**src/rtl/pipe_stage_chain.sv**
```systemverilog
// Valid/ready register pipeline with per-stage stall and flush, bubble collapse,
// a registered occupancy count and a retired-beat counter.
module pipe_stage_chain #(
    parameter int WIDTH  = 32,
    parameter int STAGES = 4
) (
    input  logic                        clk,
    input  logic                        reset,
    input  logic                        in_valid,
    input  logic [WIDTH-1:0]            in_data,
    output logic                        in_ready,
    input  logic [STAGES-1:0]           stall,
    input  logic [STAGES-1:0]           flush,
    input  logic                        out_ready,
    output logic                        out_valid,
    output logic [WIDTH-1:0]            out_data,
    output logic [STAGES-1:0]           stage_valid,
    output logic [STAGES*WIDTH-1:0]     stage_data,
    output logic [$clog2(STAGES+1)-1:0] occupancy,
    output logic [31:0]                 retire_cnt
);

    localparam int OCC_W = $clog2(STAGES+1);

    logic [STAGES-1:0] valid_q;
    logic [STAGES-1:0] valid_d;
    logic [STAGES-1:0] src_valid;
    logic [STAGES-1:0] adv;
    logic [WIDTH-1:0]  data_q   [STAGES];
    logic [WIDTH-1:0]  data_d   [STAGES];
    logic [WIDTH-1:0]  src_data [STAGES];
    logic [OCC_W-1:0]  occ_d;
    logic              carry;

    // Advance ripples from the output back to stage 0; a scalar carry keeps
    // the chain free of vector self-reads.
    always_comb begin
        carry = out_ready;
        adv   = '0;
        for (int i = STAGES - 1; i >= 0; i--) begin
            adv[i] = ~stall[i] & (~valid_q[i] | carry);
            carry  = adv[i];
        end
    end

    assign in_ready  = adv[0];
    assign out_valid = valid_q[STAGES-1] & ~stall[STAGES-1];
    assign out_data  = data_q[STAGES-1];

    always_comb begin
        src_valid[0] = in_valid;
        src_data[0]  = in_data;
        for (int i = 1; i < STAGES; i++) begin
            // A stalled or flushed stage hands a bubble to its successor.
            src_valid[i] = valid_q[i-1] & ~stall[i-1] & ~flush[i-1];
            src_data[i]  = data_q[i-1];
        end
    end

    // NOTE: every variable gets a default before the priority chain so no path
    // leaves it unassigned, which would otherwise infer a latch.
    always_comb begin
        occ_d = '0;
        for (int i = 0; i < STAGES; i++) begin
            valid_d[i] = valid_q[i];
            data_d[i]  = data_q[i];
            if (flush[i]) begin
                valid_d[i] = 1'b0;
            end else if (adv[i]) begin
                valid_d[i] = src_valid[i];
                data_d[i]  = src_data[i];
            end
            occ_d = occ_d + OCC_W'(valid_d[i]);
        end
    end

    // NOTE: state registers use non-blocking assignments so every stage samples
    // its neighbour's pre-edge value; the data array is reset too because its
    // contents are visible on stage_data.
    always_ff @(posedge clk) begin
        if (reset) begin
            valid_q    <= '0;
            occupancy  <= '0;
            retire_cnt <= '0;
            for (int i = 0; i < STAGES; i++) begin
                data_q[i] <= '0;
            end
        end else begin
            valid_q   <= valid_d;
            occupancy <= occ_d;
            for (int i = 0; i < STAGES; i++) begin
                data_q[i] <= data_d[i];
            end
            if (out_valid && out_ready) begin
                retire_cnt <= retire_cnt + 32'd1;
            end
        end
    end

    always_comb begin
        stage_valid = valid_q;
        stage_data  = '0;
        for (int i = 0; i < STAGES; i++) begin
            stage_data[i*WIDTH +: WIDTH] = data_q[i];
        end
    end

endmodule

```
**config.mk**
```make
export PLATFORM = sky130hd
export DESIGN_NAME = pipe_stage_chain
export DESIGN_NICKNAME = d
export VERILOG_FILES = /design/src/rtl/pipe_stage_chain.sv
export SDC_FILE = /design/constraint.sdc
export NUM_CORES = 1
export LEC_CHECK = 0
export CORE_ASPECT_RATIO = 0.5
export CORE_MARGIN = 2
export CORE_UTILIZATION = 40
export DETAILED_ROUTE_END_ITERATION = 10
export PLACE_DENSITY = 0.8
export RECOVER_POWER = 25
export SYNTH_ARGS = -nofsm -noshare
export SYNTH_HDL_FRONTEND = slang
export SYNTH_SLANG_ARGS = --single-unit
```
**constraint.sdc**
```tcl
create_clock -name clk -period 4.9 [get_ports clk]
set_clock_uncertainty 0.15 [all_clocks]
set_input_delay 0.49 -clock clk [delete_from_list [all_inputs] [get_ports clk]]
set_output_delay 0.49 -clock clk [all_outputs]
set_load 0.05 [all_outputs]
```
=== After elaboration in Yosys (flattened, before gate mapping) ===
Memories as Yosys holds them, arrays and structs flattened.
Index checks and enable logic that the tools add are counted.

* Bitwise operators: 30
* Equality and inequality tests: 0
* Reduce and logical (&&, ||, !) cells: 1
* Magnitude comparators: 0
* Shift-type cells: 0
* Multiplexer cells: 23
* Multiply operators: 0
* Div/mod/pow operators: 0
* Add/subtract/negate cells: 4

{| class="wikitable"
|+ Operators with widths
! cell !! count
|-
| $mux W32 || 12
|-
| $add A32 B1 Y32 const B || 1
|-
| $and A1 B1 Y1 || 11
|-
| $mux W1 || 11
|-
| $not A1 Y1 || 11
|-
| $or A1 B1 Y1 || 8
|-
| $add A2 B1 Y3 || 1
|-
| $add A3 B1 Y3 || 1
|-
| $add A1 B1 Y2 || 1
|-
| $logic_and A1 B1 Y1 || 1
|}

* Bits in writable memories: 128
* Bits in read-only memories: 0
* Logic and storage cells: 62
* Register bits after elaboration: 39
* Output and inout bits: 201
* Bits in latches: 0
* Memories: 1

{| class="wikitable"
|+ Memories
! memory !! words !! width !! rd ports !! clocked after Yosys merged registers in !! wr ports !! RTL line !! source
|-
| data_q || 4 || 32 || 4 || 0 || 4 || 29 || <nowiki>logic [WIDTH-1:0] data_q [STAGES];</nowiki>
|}

=== Depth between registers and ports, before layout ===
Gate-level depths: netlist (run 1).

* Depth after elaboration: 14
* Mapped depth: 8
* Depth with buffers taken out: 8

=== Worst setup path before layout (run 1) ===
Ideal clock, no wire load.

* Path type: reg2reg
* From: reg valid_q[3] (netlist: stage_valid[3])
* To: reg occupancy[1]
* Data arrival time: 2526 ps
* Required time: 4623 ps
* Setup slack: 2097 ps
* Cell stages (with the launch flop): 9
* Cells stage by stage: dfxtp_1 > nor2b_1 > o21a_1 > o21ai_0 > a211oi_1 > fa_1 > ha_1 > ha_1 > nor2b_1

* Longest elaborated chain between the ends: 14
* Elaborated cells on any way between the ends: 20
* Those cells by class: 3 x add/sub; 8 x mux; 9 x bitwise

{| class="wikitable"
|+ RTL lines
! element !! RTL line !! source
|-
| start, declared || 25 || <nowiki>logic [STAGES-1:0] valid_q;</nowiki>
|-
| start signal, assigned || 89 || <nowiki>valid_q <= valid_d;</nowiki>
|-
| $not A1 Y1 || 41 || <nowiki>adv[i] = ~stall[i] & (~valid_q[i] | carry);</nowiki>
|-
| $or A1 B1 Y1 || 41 ||
|-
| $and A1 B1 Y1 || 41 ||
|-
| $or A1 B1 Y1 || 41 ||
|-
| $and A1 B1 Y1 || 41 ||
|-
| $or A1 B1 Y1 || 41 ||
|-
| $and A1 B1 Y1 || 41 ||
|-
| $or A1 B1 Y1 || 41 ||
|-
| $and A1 B1 Y1 || 41 ||
|-
| $mux W1 || 69 || <nowiki>end else if (adv[i]) begin</nowiki>
|-
| $mux W1 || 67 || <nowiki>if (flush[i]) begin</nowiki>
|-
| net valid_d[0] || 26 || <nowiki>logic [STAGES-1:0] valid_d;</nowiki>
|-
| $add A1 B1 Y2 || 73 || <nowiki>occ_d = occ_d + OCC_W'(valid_d[i]);</nowiki>
|-
| $add A2 B1 Y3 || 73 ||
|-
| $add A3 B1 Y3 || 73 ||
|-
| net occ_d[1] || 32 || <nowiki>logic [OCC_W-1:0] occ_d;</nowiki>
|-
| end signal, assigned || 83 || <nowiki>occupancy <= '0;</nowiki>
|-
| end signal, assigned || 90 || <nowiki>occupancy <= occ_d;</nowiki>
|-
| end, declared || 19 || <nowiki>output logic [$clog2(STAGES+1)-1:0] occupancy,</nowiki>
|}

The timed path passes the listed nets, and every way through them passes these cells.
A chain may end at the register's enable or synchronous reset.

==> results of run 1 <==
==> synthesized netlist by cell type (2+ instances only) <==
library cell  count  area [um^2]
nor3_1            2        10.01
mux2i_1          65        650.6
buf_4            36        270.3
buf_2             7        35.03
buf_6             3        33.78
dfxtp_1         167         3343
clkbuf_1         33        123.9
nor2_1           68        255.2
or3_1             3        18.77
inv_1             2        7.510
and3_1            6        37.54
nand3_1          11        55.05
or4b_2            2        20.02
o21ai_0           5        25.02
xnor2_1           3        26.28
a21oi_1          69        345.3
nand2_1         137        514.2
nor2b_1           9        56.30
and4_1            4        35.03
nand2b_1         64        400.4
xor2_1           27        236.5
and2_1            4        25.02
ha_1              3        37.54
nand3b_1          2        15.01
nand4_1          14        87.58
==> routing by layer <==
layer,vias up,share of wire
met4,0,0.035
met1,2754,0.44
li1,2850,-
met5,-,0
met2,156,0.49
met3,49,0.035
==> cell type report <==
cell class              count  area [um^2]  area share
clock buffers              19        432.9     0.04458
flip-flops and latches    167         3343      0.3442
inverters                   2        7.507   0.0007730
well taps                 227        284.0     0.02925
repair buffers            252         2486      0.2560
multi-input cells         511         2998      0.3087
clock inverters            13        160.2     0.01649
==> critical path, cell delays in order <==
cell      delay, ps
clkbuf_2       1250
clkbuf_1       1460
nand2b_1        230
mux2i_1          70
==> how the worst min path moves through the flow <==
| stage | cells after the start | endpoint |
|---|---|---|
| detailed placement | 2 | data_q[3][24]$_SDFFE_PP0P_ |
| finish | 2 | data_q[3][19]$_SDFFE_PP0P_ |
| CTS | 2 | data_q[3][24]$_SDFFE_PP0P_ |
| global placement | 2 | data_q[3][6]$_SDFFE_PP0P_ |
| global route | 2 | data_q[3][10]$_SDFFE_PP0P_ |
| floorplan | 2 | data_q[0][0]$_SDFFE_PP0P_ |
==> registers in the layout, indices dropped and copies added, names as in the netlist <==
register,flops
stage_valid,4
occupancy,3
data_q,128
retire_cnt,32
==> report_power, final <==
part           internal [mW]  switching [mW]
clock network          0.768           0.576
logic                  0.101           0.162
registers               1.38          0.0165
==> cells by family after synthesis <==
kind of cell / Yosys count / share of synthesized area
AND/OR/NAND/NOR: 332 / 0.2348
flip-flops: 167 / 0.4913
buffers and inverters: 81 / 0.06913
AO/OA/AOI/OAI: 80 / 0.06214
multiplexers: 65 / 0.09561
XOR/XNOR: 30 / 0.03861
adder cells (fa/ha/maj): 4 / 0.008458
==> impl_metrics.py, run 1 <==
metrics = {
    "floorplanning": {
        "die_y_um": 96.23,
        "pin_count": 245,
        "rows": 33,
        "die_w_um": 188.5,
        "core_area_mm2": 0.01652,
        "die-area_mm2": 0.01814,
        "initial_core_util": 0.4120,
    },
    "placement": {
        "hpwl_um": 13230,
        "gp_congestion": 0.8402,
        "post_dp_cell_area_mm2": 0.009149,
        "portBuffers": 244,
        "dp_cells": 1159,
        "place_ws_ps": 1634,
    },
    "setup_path": {
        "worst_ep_arrival_time_ps": 3550,
        "startpoint": "reset",
        "cp-end-kind": "flop",
        "cp_max_fo": 109,
        "worstPathRequired_ps": 5030,
        "r2r_end": "data_q[3][22]$_SDFFE_PP0P_",
        "reg2reg_from": "stage_valid[3]$_SDFF_PP0_",
        "r2r_slack_ps": 2020,
        "r2r_cells": 6,
        "start_kind": "input pin",
        "setup.worst_path.class": "input pin to flop",
        "critical_path.endpoint": "data_q[1][31]$_SDFFE_PP0P_",
    },
    "routing": {
        "ant_nets": 0,
        "drc": 0,
        "detail_route.wl_per_cell_um": 15.58,
        "drt-total-wl_um": 18550,
        "num_vias": 5809,
        "drtIter0Drc": 299,
        "first_pass_iters": 4,
        "viasPerCell": 4.877,
    },
    "finish": {
        "layout.nets": 999,
        "syn_to_final_growth_pct": 42.71,
        "finalInstanceArea_mm2": 0.009712,
        "drive_gt1_frac": 0.04564,
        "antenna_cells": 0,
        "n_fill_cell": 1461,
        "layoutNonFillerInstCount": 1191,
        "final_core_util": 0.5880,
        "final_common_cell": "clkdlybuf4s50_1",
        "final_cell_mix": "clkdlybuf4s50_1 (198), dfxtp_1 (167), nand2_1 (137)",
    },
    "yosys": {
        "ys_types": 38,
        "syn_inst": 759,
        "synthFlopType": "dfxtp_1",
        "syn_nets": 807,
        "syn_area_per_cell_um2": 8.966,
        "synth_seq_cells": 167,
        "yosysSeqAreaShare": 0.4913,
        "synth-edff-count": 0,
        "netlist_area_mm2": 0.006805,
        "synth-async-reset-ratio": 0,
        "synth_warnings": 0,
    },
    "hold_path": {
        "holdCritStartpoint": "data_q[3][19]$_SDFFE_PP0P_",
        "hp-class": "flop to flop",
    },
    "timing": {
        "fin_ws_ps": 1476,
        "worst_slew_pin_slew_ps": 1913,
        "totalNegativeSetupSlack_ps": 0,
        "setup_viol_count_final": 0,
        "fin_crit_sh": 0.6988,
        "min_period_ps": 3424,
        "max-slew-margin-rel": -0.2755,
        "rsz0062_at_grt": "no",
        "max_freq_mhz": 292.0,
        "hold_viol": 0,
        "holdWs_ps": 314.1,
        "slew_viol_final": 237,
    },
    "cts": {
        "ctsHoldBuffers": 0,
        "cts-root-buf": "clkbuf_16",
        "clkTransAtPathRegs_ps": 60,
        "numCtsBuffers": 17,
        "clockBufferDepth": 2,
        "cts_tree": "yes",
        "worstSkewPairLatency_ps": 420,
        "postCtsSetupBuffers": 0,
        "cts.sinks": 167,
        "cts_resized": 0,
        "htree_levels": 4,
    },
    "global_routing": {
        "grt_overflow": 0,
        "use_met3": 0.03536,
        "grt_start_max_net_pins": 110,
        "antenna_found_initial": 0,
        "grtUsageMet2": 0.3529,
        "use_met1": 0.2368,
        "track_usage": 0.1990,
        "busiest_layer": "met2",
        "grt_pass1_vias": 5588,
        "grt_pass1_wl_um": 28370,
    },
    "run": {
        "cap_violations": 4,
    },
    "power_and_ir_drop": {
        "max-vdd-ir-drop_mv": 0.2339,
        "leakagePower_nw": 3.699,
        "p_total_mw": 3.000,
        "power_density_mw_per_mm2": 308.9,
    },
    "run_status": {
        "violations": "capacitance limit, slew limit",
        "outcome": "complete, but fails checks",
    },
}
(Power assumes the default switching activity.)
==> inputs of run 2 (changes only) <==
Clock period 4.9 ns to 3.3 ns, I/O delays scaled along.
==> impl_metrics.py, run 2 (synthesis gave the netlist of run 1 again) <==
metrics = {
    "setup_path": {
        "crit_buf_inv": 2,
        "critPathTopFamily": "buffers and inverters",
        "worstPathRequired_ps": 3500,
        "cp-end-kind": "flop",
        "setup.worst_path.class": "input pin to flop",
        "worst_ep_arrival_time_ps": 3080,
        "cp_max_fo": 32,
        "path_cells": "dlygate4sd3_1 -> or2_2 -> nor2_1 -> clkbuf_1 -> nand2_1 -> a21oi_1",
        "critPathMaxStageDelay_ps": 1130,
        "start_kind": "input pin",
        "cpMaxStageDelayCell": "clkbuf_1",
    },
    "power_and_ir_drop": {
        "p_total_mw": 4.434,
        "pwr-share-seq": 0.467,
        "leakagePower_nw": 3.557,
        "power.net_switching_mw": 1.163,
        "max-vdd-ir-drop_mv": 0.4741,
        "clkPwrFrac": 0.444,
        "power_density_mw_per_mm2": 455.3,
        "power_frac_comb": 0.089,
        "p_int_mw": 3.271,
        "swShare": 0.2622,
    },
    "run": {
        "cap_violations": 2,
    },
    "placement": {
        "hpwl_um": 13000,
        "gp_congestion": 0.8886,
        "portBuffers": 244,
        "post_dp_cell_area_mm2": 0.009189,
    },
    "timing": {
        "slew_viol_final": 66,
        "totalNegativeSetupSlack_ps": 0,
        "setup_viol_count_final": 0,
        "max_freq_mhz": 346.9,
        "hold_viol": 0,
        "rsz0062_at_grt": "no",
        "holdWs_ps": 251.4,
        "max-slew-margin-rel": -0.02302,
        "fin_crit_sh": 0.8736,
        "min_period_ps": 2883,
        "worst_slew_pin_slew_ps": 1535,
    },
    "cts": {
        "cts-root-buf": "clkbuf_16",
        "worstSkewPairLatency_ps": 410,
        "numCtsBuffers": 17,
        "ctsHoldBuffers": 0,
        "htree_levels": 4,
        "clkTransAtPathRegs_ps": 70,
        "cts_tree": "yes",
        "postCtsSetupBuffers": 0,
        "cts_resized": 0,
        "cts.sinks": 167,
        "clockBufferDepth": 2,
    },
    "routing": {
        "drtIter0Drc": 196,
        "detail_route.wl_per_cell_um": 15.36,
        "num_vias": 5721,
        "drt-total-wl_um": 18320,
        "viasPerCell": 4.795,
        "drc": 0,
        "ant_nets": 0,
        "first_pass_iters": 4,
    },
    "global_routing": {
        "antenna_found_initial": 0,
        "track_usage": 0.1966,
        "grt_pass1_wl_um": 28030,
        "grt_start_max_net_pins": 94,
        "grt_pass1_vias": 5300,
        "grt_overflow": 0,
    },
    "floorplanning": {
        "die_w_um": 188.5,
        "die-area_mm2": 0.01814,
        "initial_core_util": 0.4120,
        "die_y_um": 96.23,
        "rows": 33,
        "pin_count": 245,
        "core_area_mm2": 0.01652,
    },
    "run_status": {
        "outcome": "complete, but fails checks",
        "violations": "capacitance limit, slew limit",
    },
    "finish": {
        "final_common_cell": "clkdlybuf4s50_1",
        "syn_to_final_growth_pct": 43.10,
        "top_register": "data_q",
        "drive_gt1_frac": 0.04865,
        "final_core_util": 0.5896,
        "final_cell_mix": "clkdlybuf4s50_1 (240), dfxtp_1 (167), nand2_1 (137)",
        "layout.nets": 1001,
        "antenna_cells": 0,
        "largest_register_ffs": 128,
        "finalInstanceArea_mm2": 0.009738,
    },
    "hold_path": {
        "hp-class": "input pin to flop",
    },
}
[run 2: final cells by class]
cell class	instances	area [um^2]
clock buffer	17	425.4
clock inverter	15	155.1
fill	1430	6778
inverter	2	7.507
multi-input combinational	511	2998
sequential	167	3343
tap	227	284.0
timing repair buffer	254	2525
[run 2: per-stage QoR]
stage,cells,setup slack (ps)
final,1193,417.2
after global routing,1193,254.7
after CTS,1193,470.2
after global placement,1161,235.5
after floorplan,759,497.0
after detailed placement,1161,87.52
[run 2: path summary, 6_finish.rpt]
check / startpoint / endpoint / slack [ps] / depth (start not counted)
hold reg to reg: data_q[2][29]$_SDFFE_PP0P_ / data_q[3][29]$_SDFFE_PP0P_ / 320 / 2
hold / removal: reset / data_q[0][0]$_SDFFE_PP0P_ / 250 / 2
setup / recovery: stall[3] / data_q[3][21]$_SDFFE_PP0P_ / 420 / 6
setup reg to reg: stage_valid[3]$_SDFF_PP0_ / occupancy[1]$_SDFF_PP0_ / 460 / 8
[run 2: power groups by stage]
stage	sequential [mW]	clock [mW]	combinational [mW]
floorplan	2.21	0	0.145
global placement	2.11	0	0.394
detailed placement	2.11	0	0.399
CTS	2.07	2.01	0.400
global route	2.07	2.10	0.416
finish	2.07	1.97	0.396
[run 2: metal layers]
layer  vias up  GRT usage  part of all wire
met4         0    0.07161             0.018
li1       2850          -                 -
met1      2710     0.2436              0.44
met2       138     0.3508              0.51
met5         -          0                 0
met3        23    0.03245             0.036
